===== src/rtl/mem_stage.sv =====
// mem_stage: MEM stage -- waits for load responses, aligns load data, feeds WB and ID stall/forward buses.
// Optional MS_RDATA_BUF_EN: buffers the head's load response so a stalled WB need not see data_ok again.
module mem_stage #(
   parameter int ES_TO_MS_BUS_WD = 163,
   parameter int MS_TO_WS_BUS_WD = 126,
   parameter int DISCARD_W       = 2
) (
   input  logic                       clk,
   input  logic                       resetn,
   input  logic                       flush,
   input  logic                       es_to_ms_valid,
   input  logic [ES_TO_MS_BUS_WD-1:0] es_to_ms_bus,
   output logic                       ms_allowin,
   input  logic                       ws_allowin,
   output logic                       ms_to_ws_valid,
   output logic [MS_TO_WS_BUS_WD-1:0] ms_to_ws_bus,
   input  logic                       data_sram_data_ok,
   input  logic [31:0]                data_sram_rdata,
   output logic [10:0]                stall_ms_bus,
   output logic [33:0]                forward_ms_bus
);
   logic                       ms_valid;
   logic [ES_TO_MS_BUS_WD-1:0] ms_bus;
   logic [DISCARD_W-1:0]       discard_cnt;
   logic [DISCARD_W-1:0]       discard_nxt;
   logic                       got_resp;
   logic [31:0]                rd;
   logic                       mem_req;
   logic                       exc;
   logic                       res_from_mem;
   logic [2:0]                 load_op;
   logic [1:0]                 off;
   logic [3:0]                 gr_we;
   logic [4:0]                 dest;
   logic [31:0]                alu_result;
   logic [31:0]                rt_value;
   logic                       resp_head;
   logic                       outstanding;
   logic                       wait_resp;
   logic                       ms_ready_go;
   logic                       capture;
   logic                       inc;
   logic                       dec;
   logic [7:0]                 ld_byte;
   logic [15:0]                ld_half;
   logic [31:0]                lwl;
   logic [31:0]                lwr;
   logic [31:0]                load_data;
   logic [31:0]                final_result;

   assign mem_req      = ms_bus[96];
   assign load_op      = ms_bus[99:97];
   assign res_from_mem = ms_bus[100];
   assign dest         = ms_bus[105:101];
   assign gr_we        = ms_bus[109:106];
   assign exc          = ms_bus[129];
   assign alu_result   = ms_bus[95:64];
   assign rt_value     = ms_bus[63:32];
   assign off          = alu_result[1:0];

   // A data_ok belongs to the head only once every orphaned response has drained.
   assign resp_head   = data_sram_data_ok && discard_cnt == '0;
   assign outstanding = ms_valid && mem_req && !got_resp;
   assign wait_resp   = outstanding && !exc && !resp_head;
   assign ms_ready_go = !wait_resp;
   assign ms_allowin  = !ms_valid || (ms_ready_go && ws_allowin);
   assign ms_to_ws_valid = ms_valid && ms_ready_go && !flush;
   assign capture     = es_to_ms_valid && ms_allowin;
   assign inc         = flush && outstanding && !resp_head;
   assign dec         = data_sram_data_ok && discard_cnt != '0;

   always_comb begin
      discard_nxt = inc && !dec ? (&discard_cnt ? discard_cnt : discard_cnt + 1'b1) :
                    dec && !inc ? discard_cnt - 1'b1 : discard_cnt;
      ld_byte = 8'(rd >> {off, 3'b000});
      ld_half = off[1] ? rd[31:16] : rd[15:0];
      lwl = off == 2'd0 ? {rd[7:0], rt_value[23:0]} :
            off == 2'd1 ? {rd[15:0], rt_value[15:0]} :
            off == 2'd2 ? {rd[23:0], rt_value[7:0]} : rd;
      lwr = off == 2'd0 ? rd :
            off == 2'd1 ? {rt_value[31:24], rd[31:8]} :
            off == 2'd2 ? {rt_value[31:16], rd[31:16]} : {rt_value[31:8], rd[31:24]};
      load_data = load_op == 3'd1 ? {{24{ld_byte[7]}}, ld_byte} :
                  load_op == 3'd2 ? {24'd0, ld_byte} :
                  load_op == 3'd3 ? {{16{ld_half[15]}}, ld_half} :
                  load_op == 3'd4 ? {16'd0, ld_half} :
                  load_op == 3'd5 ? lwl :
                  load_op == 3'd6 ? lwr : rd;
      final_result = res_from_mem ? load_data : alu_result;
   end

   always_ff @(posedge clk or negedge resetn)
      if (!resetn) begin
         ms_valid    <= 1'b0;
         ms_bus      <= '0;
         discard_cnt <= '0;
      end else begin
         ms_valid    <= flush ? 1'b0 : ms_allowin ? es_to_ms_valid : ms_valid;
         if (capture) ms_bus <= es_to_ms_bus;
         discard_cnt <= discard_nxt;
      end

`ifdef MS_RDATA_BUF_EN
   logic [31:0] rdata_buf;
   always_ff @(posedge clk or negedge resetn)
      if (!resetn) begin
         got_resp  <= 1'b0;
         rdata_buf <= '0;
      end else if (capture) begin
         got_resp  <= 1'b0;
      end else if (outstanding && !exc && resp_head) begin
         got_resp  <= 1'b1;
         rdata_buf <= data_sram_rdata;
      end
   assign rd = got_resp ? rdata_buf : data_sram_rdata;
`else
   assign got_resp = 1'b0;
   assign rd       = data_sram_rdata;
`endif

   assign ms_to_ws_bus   = {ms_bus[162:101], final_result, ms_bus[31:0]};
   assign stall_ms_bus   = {ms_valid & |gr_we, gr_we & {4{ms_valid}}, dest,
                            ms_valid & res_from_mem & !ms_ready_go};
   assign forward_ms_bus = {ms_valid, ms_valid & ms_ready_go, final_result};
endmodule


===== config.mk =====
export PLATFORM = sky130hd
export DESIGN_NAME = mem_stage
export DESIGN_NICKNAME = d
export VERILOG_FILES = /design/src/rtl/mem_stage.sv
export SDC_FILE = /design/constraint.sdc
export NUM_CORES = 1
export LEC_CHECK = 0
export BUFFER_PORTS_ARGS = -buffer_cell sky130_fd_sc_hd__buf_2
export CORE_ASPECT_RATIO = 1.5
export CORE_MARGIN = 5
export CORE_UTILIZATION = 50
export CTS_BUF_LIST = sky130_fd_sc_hd__clkbuf_16
export DETAILED_ROUTE_END_ITERATION = 8
export PLACE_DENSITY = 0.87
export SLEW_MARGIN = 10
export SYNTH_ARGS = -nofsm -noshare
export SYNTH_HDL_FRONTEND = slang
export SYNTH_SLANG_ARGS = --single-unit

===== constraint.sdc =====
create_clock -name clk -period 2.4 [get_ports clk]
set_input_delay 0.24 -clock clk [delete_from_list [all_inputs] [get_ports clk]]
set_output_delay 0.24 -clock clk [all_outputs]
set_load 0.02 [all_outputs]

**Word-level counts from Yosys, hierarchy flattened**

Index checks and enable logic that the tools add are counted.

- Bits in registers: 166
- Input bits: 201
- Output and inout bits: 173
- Word-level logic and storage cells: 68

- Add/sub/neg operators: 2
- Equality and inequality tests: 9
- Shift-type cells: 1
- Mux-type cells: 19
- Bitwise gates (word level): 5
- Reduce and logical (&&, ||, !) cells: 29

Operators with widths:

| cell | number |
|---|---|
| $mux W32 | 11 |
| $mux W16 | 2 |
| $shr A32 B5 Y8 | 1 |
| $mux W24 | 1 |
| $logic_and A1 B1 Y1 | 13 |
| $eq A3 B3 Y1 const B | 3 |
| $logic_not A1 Y1 | 7 |
| $eq A3 B2 Y1 const B | 2 |
| $mux W2 | 3 |
| $reduce_bool A2 Y1 | 3 |
| $and A1 B1 Y1 | 4 |
| $and A4 B4 Y4 | 1 |
| $logic_not A2 Y1 | 2 |
| $reduce_and A2 Y1 | 2 |
| $reduce_or A4 Y1 | 1 |
| $eq A3 B1 Y1 const B | 1 |
| $add A2 B1 Y2 const B | 1 |
| $eq A2 B1 Y1 const B | 1 |
| $eq A2 B2 Y1 const B | 1 |
| $mux W1 | 2 |
| $ne A2 B2 Y1 const B | 1 |
| $sub A2 B1 Y2 const B | 1 |
| $logic_or A1 B1 Y1 | 1 |

**Depth between registers and ports, before layout**

Gate-level depths: netlist of the first run.

- Depth after elaboration: 11
- Depth in mapped cells: 9
- Mapped depth without buffers: 5

**Least setup slack after synthesis of the first run**

Ideal clock, no wire load.

- Path kind: register to output
- Start: register ms_bus[99]
- End: output port ms_to_ws_bus[47]
- Arrival: 2.434 ns
- Required time: 2.160 ns
- Setup slack: -0.274 ns
- Stages on the path, launching flop included: 8
- Buffers on the path: 3
- Cell sequence: dfrtp_1 -> clkbuf_1 -> clkbuf_1 -> nor3_1 -> a21o_1 -> nor2_1 -> o41ai_1 -> buf_4

- Word-level cells in the longest chain between the ends: 8
- Elaborated cells on any way between the ends: 13
- Those cells by class: 6 x eq/ne; 7 x mux

RTL lines:

| element | RTL line | source |
|---|---|---|
| from (decl) | 23 | `logic [ES_TO_MS_BUS_WD-1:0] ms_bus;` |
| from (signal assigned) | 99 | `if (capture) ms_bus <= es_to_ms_bus;` |
| $eq A3 B3 Y1 | 88 | `load_op == 3'd6 ? lwr : rd;` |
| $mux W32 | 88 |  |
| $mux W32 | 87 | `load_op == 3'd5 ? lwl :` |
| $mux W32 | 86 | `load_op == 3'd4 ? {16'd0, ld_half} :` |
| $mux W32 | 85 | `load_op == 3'd3 ? {{16{ld_half[15]}}, ld_half} :` |
| $mux W32 | 84 | `load_op == 3'd2 ? {24'd0, ld_byte} :` |
| $mux W32 * | 83 | `load_data = load_op == 3'd1 ? {{24{ld_byte[7]}}, ld_byte} :` |
| $mux W32 * | 89 | `final_result = res_from_mem ? load_data : alu_result;` |
| to (decl) | 16 | `output logic [MS_TO_WS_BUS_WD-1:0] ms_to_ws_bus,` |

Mark *: on every way between the ends. The rest lies on a longest branch, timed or not.

**Worst setup path in the final report of the first run**

- Start: register ms_bus[65]
- End: output port ms_to_ws_bus[57]

- Word-level cells in the longest chain between the ends: 10
- Elaborated cells on any way between the ends: 16
- Those cells by class: 2 x eq/ne; 1 x shift; 12 x mux; 1 x reduce/logical

RTL lines:

| element | RTL line | source |
|---|---|---|
| $eq A2 B2 Y1 | 79 | `off == 2'd2 ? {rd[23:0], rt_value[7:0]} : rd;` |
| $mux W32 | 79 |  |
| $mux W32 | 78 | `off == 2'd1 ? {rd[15:0], rt_value[15:0]} :` |
| $mux W32 | 77 | `lwl = off == 2'd0 ? {rd[7:0], rt_value[23:0]} :` |
| $mux W32 | 87 |  |
| $mux W32 | 86 |  |
| $mux W32 | 85 |  |
| $mux W32 | 84 |  |
| $mux W32 * | 83 |  |
| $mux W32 * | 89 |  |

Marks and branches as above.

==> impl_metrics.ini, run 1 <==
[pwr]
seqPwrFrac_pct = 32.1
swShare_pct = 36.1
p_comb_share_pct = 41.1
irDropWorstVdd_mv = 0.705
clkPwrFrac_pct = 26.8
switchingPower_mw = 3.87
leakage_nw = 6.19
p_per_area_mw_per_mm2 = 802
intPower_mw = 6.84
total_power_mw = 10.7

[synth]
syn_nets = 1060
syn_area_mm2 = 0.00976
ys_seq_area_share_pct = 42.5
ys_warn_count = 0
synth_seq_cells = 166
ys_async_sr_fraction_pct = 100
synthDistinctLibCells = 55
synth-edff-count = 0
synth_area_leader_cell = dfrtp_1
synthTopCellsByArea = dfrtp_1, mux2_2, mux2_4
synth_top_area_share_pct = 42.5
synth_ff_type = dfrtp_1
syn-instance-count = 859
syn_avg_cell_area_um2 = 11.4

[final_layout]
fin_cells = 1426
final_common_cell = buf_2
final_cell_mix = buf_2, dfrtp_1, mux2_2
area_growth_pct = 36.7
finalInstanceArea_mm2 = 0.0134
final_net_count = 1357
drive_gt1_share_pct = 66.9
final_util_pct = 69.7

[placed_design]
place_ws_ns = 0.0149
gp_congestion = 1.08
placed_area_mm2 = 0.0113
io_buffer_count = 373
dp_cells = 1363
dpl.hpwl_um = 26000

[clocking]
numCtsBuffers = 17
clockBufferDepth = 2
htreeDepth = 4
cts_tree = done
worstSkewPairLatency_ns = 0.44
clk_transition_reported_paths_ns = 0.07
cts_root_buf = clkbuf_16
clock-sinks = 166

[routing]
wl_per_cell_um = 25.1
drt_wl_total_um = 35700
num_vias = 8255
drc = 0
via_per_inst = 5.79
dr.pass1.iters = 5
drt_iter0_drc = 667
ant_nets = 0

[outcome]
status = complete, but fails checks
violations = setup timing

[timing]
slew_headroom_pct = 61.7
layout_worst_path_cycle_share_pct = 115
setup_tns_ns = -13.65
setup_viol = 64
drv_slew = 0
layout_setup_ws_ns = -0.351
maxClockFrequency_ghz = 0.363
tightest_slew_ns = 0.571
holdWs_ns = 0.0214
fin_worst_skew_ns = 0.0106
period_needed_ns = 2.75
hold_violations = 0
rsz0062_at_grt = true

[min_path]
worstHoldStart = es_to_ms_bus[52]
min_to = ms_bus[52]$_DFFE_PN0P_
holdPathStages = 2
hold_path_class = input port to flop

[setup_path]
cp.arrival_ns = 2.51
required_ns = 2.16
r2r_cells = 6
critPathKind = flop to primary output
end_kind = primary output
cp-start-kind = flop
rrSetupSlack_ns = 0.27
reg2reg_from = discard_cnt[0]$_DFFE_PN0P_
rr_endpoint = ms_bus[6]$_DFFE_PN0P_
critPathMaxFanout = 8

[grt]
overflow = 0
grtUsageTotal_pct = 30.7
grt_max_degree = 81
antenna_found_initial = 2
first_global_vias = 8799
grt_pass1_wl_um = 51500

[die]
rows = 62
initial_core_util_pct = 51.0
coreArea_mm2 = 0.0192
fp.dieArea_mm2 = 0.0225
die_w_um = 124
die-height_um = 181
io_pins = 374

[flow_run]
maxCapViolations = 0
==> synthesized netlist by cell type (2+ instances only) <==
cell type,n
mux2_2,109
mux2i_1,36
buf_1,3
nor4_1,2
a221oi_1,3
o21ai_0,27
nor2_1,32
clkinv_1,2
and2_1,11
clkbuf_1,21
o2111ai_1,8
o22ai_1,26
a2bb2oi_1,8
a31oi_1,8
o221ai_1,5
nor2b_1,8
buf_2,18
nand2b_1,7
buf_4,132
buf_6,9
a2111oi_0,2
o221a_2,8
mux2_4,67
inv_1,6
nor3_1,12
dfrtp_1,166
o21ai_1,2
a21oi_1,46
nand3b_1,3
o31a_1,3
nand2_1,34
a211oi_1,8
nand3_1,5
==> routing by layer <==
metal	vias up	part of all wire [%]	GRT usage, %
met4	2	7.1	17.5
li1	3565	-	-
met1	3986	34	34.0
met5	-	0.036	0
met2	537	49	51.0
met3	165	9.4	9.95
==> registers in the layout (all words and copies together) (netlist names) <==
name         cells
ms_bus         163
ms_valid         1
discard_cnt      2
==> area by class of cell <==
cell class / instances / area [um2]
Tap cell: 256 / 320
Sequential cell: 166 / 4160
Antenna cell: 1 / 2.50
Timing Repair Buffer: 461 / 3090
Clock inverter: 15 / 180
Inverter: 8 / 31.3
Fill cell: 1319 / 5810
Clock buffer: 17 / 425
Multi-Input combinational cell: 502 / 5140
==> kinds of logic after synthesis <==
logic type	after synthesis	synth area share, %
AO/OA/AOI/OAI	168	11.4
XOR/XNOR	1	0.0897
buffers and inverters	191	13.3
flip-flops	166	42.5
multiplexers	212	26.6
AND/OR/NAND/NOR	121	6.04
==> worst max-delay path, cell delays in order (launching register included) <==
cell and delay [ns]:
dfrtp_2 0.43, buf_6 0.15, buf_4 0.14, nor2_4 0.15
buf_6 0.12, nor2_4 0.04, buf_12 0.15, mux2i_1 0.14
o22ai_1 0.35, o221a_4 0.27, buf_6 0.12
==> power groups by stage <==
stage	clock network, mW	logic [mW]	registers, mW
finish	2.87	4.40	3.44
global route	3.05	4.60	3.47
CTS	2.91	4.04	3.41
detailed placement	0	3.40	3.46
global placement	0	3.37	3.44
floorplan	0	2.62	3.36
==> worst max-delay path by stage <==
stage / from / endpoint / slack, ns / depth (start not counted)
floorplan: ms_bus[99]$_DFFE_PN0P_ / ms_to_ws_bus[47] / 0.03 / 7
global placement: ms_bus[65]$_DFFE_PN0P_ / forward_ms_bus[24] / 0.01 / 6
detailed placement: ms_bus[65]$_DFFE_PN0P_ / ms_to_ws_bus[53] / 0.01 / 6
CTS: ms_bus[65]$_DFFE_PN0P_ / forward_ms_bus[1] / -0.26 / 9
global route: ms_bus[65]$_DFFE_PN0P_ / ms_to_ws_bus[57] / -0.38 / 10
finish: ms_bus[65]$_DFFE_PN0P_ / ms_to_ws_bus[57] / -0.35 / 10
==> repair_timing <==
item                                    CTS  global route
gates resized for setup                 201            87
endpoints found under the hold margin    50             0
cloned                                    2             0
hold buffers                              2             0
endpoints found under the setup margin   64            64
setup buffers                            19             9
pin swaps                                35            30
Power figures use the tool's default switching activity.
==> run 2: changes to the inputs <==
Settings changed: BUFFER_PORTS_ARGS -buffer_cell sky130_fd_sc_hd__buf_2 to -buffer_cell sky130_fd_sc_hd__buf_4.
==> impl_metrics.ini, run 2 (synthesis results as in run 1) <==
[placed_design]
placed_area_mm2 = 0.0123
dpl.hpwl_um = 28000
io_buffer_count = 373
gp_congestion = 1.00
dp_cells = 1376

[routing]
drc = 0
via_per_inst = 5.84
drt_wl_total_um = 37400
ant_nets = 0
num_vias = 8426
drt_iter0_drc = 625
dr.pass1.iters = 6
wl_per_cell_um = 25.9

[setup_path]
end_kind = primary output
critPathMaxFanout = 6
critPathKind = flop to primary output
required_ns = 2.16
cp.arrival_ns = 2.50
cp-start-kind = flop

[grt]
grt_pass1_wl_um = 54400
antenna_found_initial = 1
overflow = 0
grt_max_degree = 62
first_global_vias = 9049
grtUsageTotal_pct = 32.6

[pwr]
leakage_nw = 6.55
irDropWorstVdd_mv = 0.721
p_per_area_mw_per_mm2 = 766

[clocking]
cts_tree = done
htreeDepth = 4
clk_transition_reported_paths_ns = 0.07
clockBufferDepth = 2
cts_root_buf = clkbuf_16
clock-sinks = 166
worstSkewPairLatency_ns = 0.43
numCtsBuffers = 17

[final_layout]
largest_reg_flops = 163
final_net_count = 1376
final_common_cell = buf_4
fillers = 1235
fin_cells = 1444
top_regs = ms_bus (163), discard_cnt (2), ms_valid (1)
final_cell_mix = buf_4, dfrtp_1, mux2_2
area_growth_pct = 46.4
finalInstanceArea_mm2 = 0.0143
final_util_pct = 74.6
drive_gt1_share_pct = 67.2
regMostFlops = ms_bus
n_antenna_cell = 0

[timing]
slew_headroom_pct = 55.7
fin_worst_skew_ns = 0.00656
holdWs_ns = 0.0361
maxClockFrequency_ghz = 0.365
drv_slew = 0
period_needed_ns = 2.74
layout_worst_path_cycle_share_pct = 114
layout_setup_ws_ns = -0.343
hold_violations = 0
tightest_slew_ns = 0.659
rsz0062_at_grt = true
setup_viol = 64

[die]
fp.dieArea_mm2 = 0.0225
rows = 62
coreArea_mm2 = 0.0192
die-height_um = 181
initial_core_util_pct = 51.0
io_pins = 374
die_w_um = 124

[min_path]
hold_path_class = input port to flop

[outcome]
status = complete, but fails checks
violations = setup timing

[flow_run]
maxCapViolations = 0
## run 2: cell count changes in the layout (fill, tap and decap cells not counted), moves of 7 or more
cell | before | now
mux2i_4 | 9 | 1
a21oi_4 | 2 | 9
buf_4 | 82 | 394
buf_6 | 55 | 72
mux2i_1 | 25 | 32
a21oi_2 | 13 | 5
buf_2 | 308 | 0
## run 2: report_power, final
part           internal (mW)  total, mW  leakage [nW]  switching, mW
registers               3.16       3.46          1.94          0.292
logic                   2.34       4.79          4.33           2.45
clock network           1.54       2.72         0.284           1.18
## run 2: cell type report
type / count / area [um2] / share of cell area, %
Timing Repair Buffer: 480 / 4020 / 28.1
Inverter: 8 / 31.3 / 0.219
Tap cell: 256 / 320 / 2.24
Multi-Input combinational cell: 502 / 5190 / 36.3
Sequential cell: 166 / 4160 / 29.1
Clock inverter: 15 / 154 / 1.08
Clock buffer: 17 / 425 / 2.98
## run 2: worst paths after layout
check	slack (ns)	cells after the start	to	startpoint
max in group asynchronous	1.21	3	ms_bus[31]$_DFFE_PN0P_	resetn
min in group asynchronous	0.34	2	ms_bus[32]$_DFFE_PN0P_	resetn
hold / removal	0.04	2	ms_bus[53]$_DFFE_PN0P_	es_to_ms_bus[53]
hold reg to reg	0.51	1	ms_bus[117]$_DFFE_PN0P_	ms_bus[117]$_DFFE_PN0P_
setup / recovery	-0.34	9	forward_ms_bus[1]	ms_bus[65]$_DFFE_PN0P_
setup reg to reg	0.35	6	ms_bus[96]$_DFFE_PN0P_	discard_cnt[0]$_DFFE_PN0P_
## run 2: per-layer routing
metal / routed length (um) / GRT usage, % / share of wire (%) / vias to the layer above
li1: - / - / - / 3596
met4: 2570 / 18.2 / 6.9 / 0
met5: 0 / 0 / 0 / -
met2: 19200 / 56.5 / 51 / 568
met3: 3110 / 8.26 / 8.3 / 153
met1: 12600 / 35.5 / 34 / 4109
## run 2: worst max-delay path, cell delays in order (launching register included)
cell and delay [ns]:
dfrtp_2 0.49, buf_6 0.16, and2_4 0.16, buf_6 0.13, nor3_1 0.51, nor4_2 0.06
o21ai_1 0.16, a221oi_2 0.10, buf_4 0.17, buf_6 0.12
## run 2: timing repair
item | CTS | global route
pin swaps | 30 | 20
hold endpoints to repair | 59 | 0
endpoints found under the setup margin | 64 | 64
buffers inserted | 28 | 13
hold buffers | 2 | 0
resized for setup | 193 | 48
## run 2: per-stage QoR
| stage | TNS, ns | setup slack (ns) | power [mW] |
|---|---|---|---|
| final | -10.95 | -0.343 | 11.0 |
| after CTS | -9.28 | -0.245 | 10.7 |
| after floorplan | 0 | 0.0284 | 5.98 |
| after global placement | -0.0669 | -0.0344 | 7.29 |
| after global routing | -14.38 | -0.390 | 11.4 |
| after detailed placement | -0.292 | -0.0525 | 7.34 |
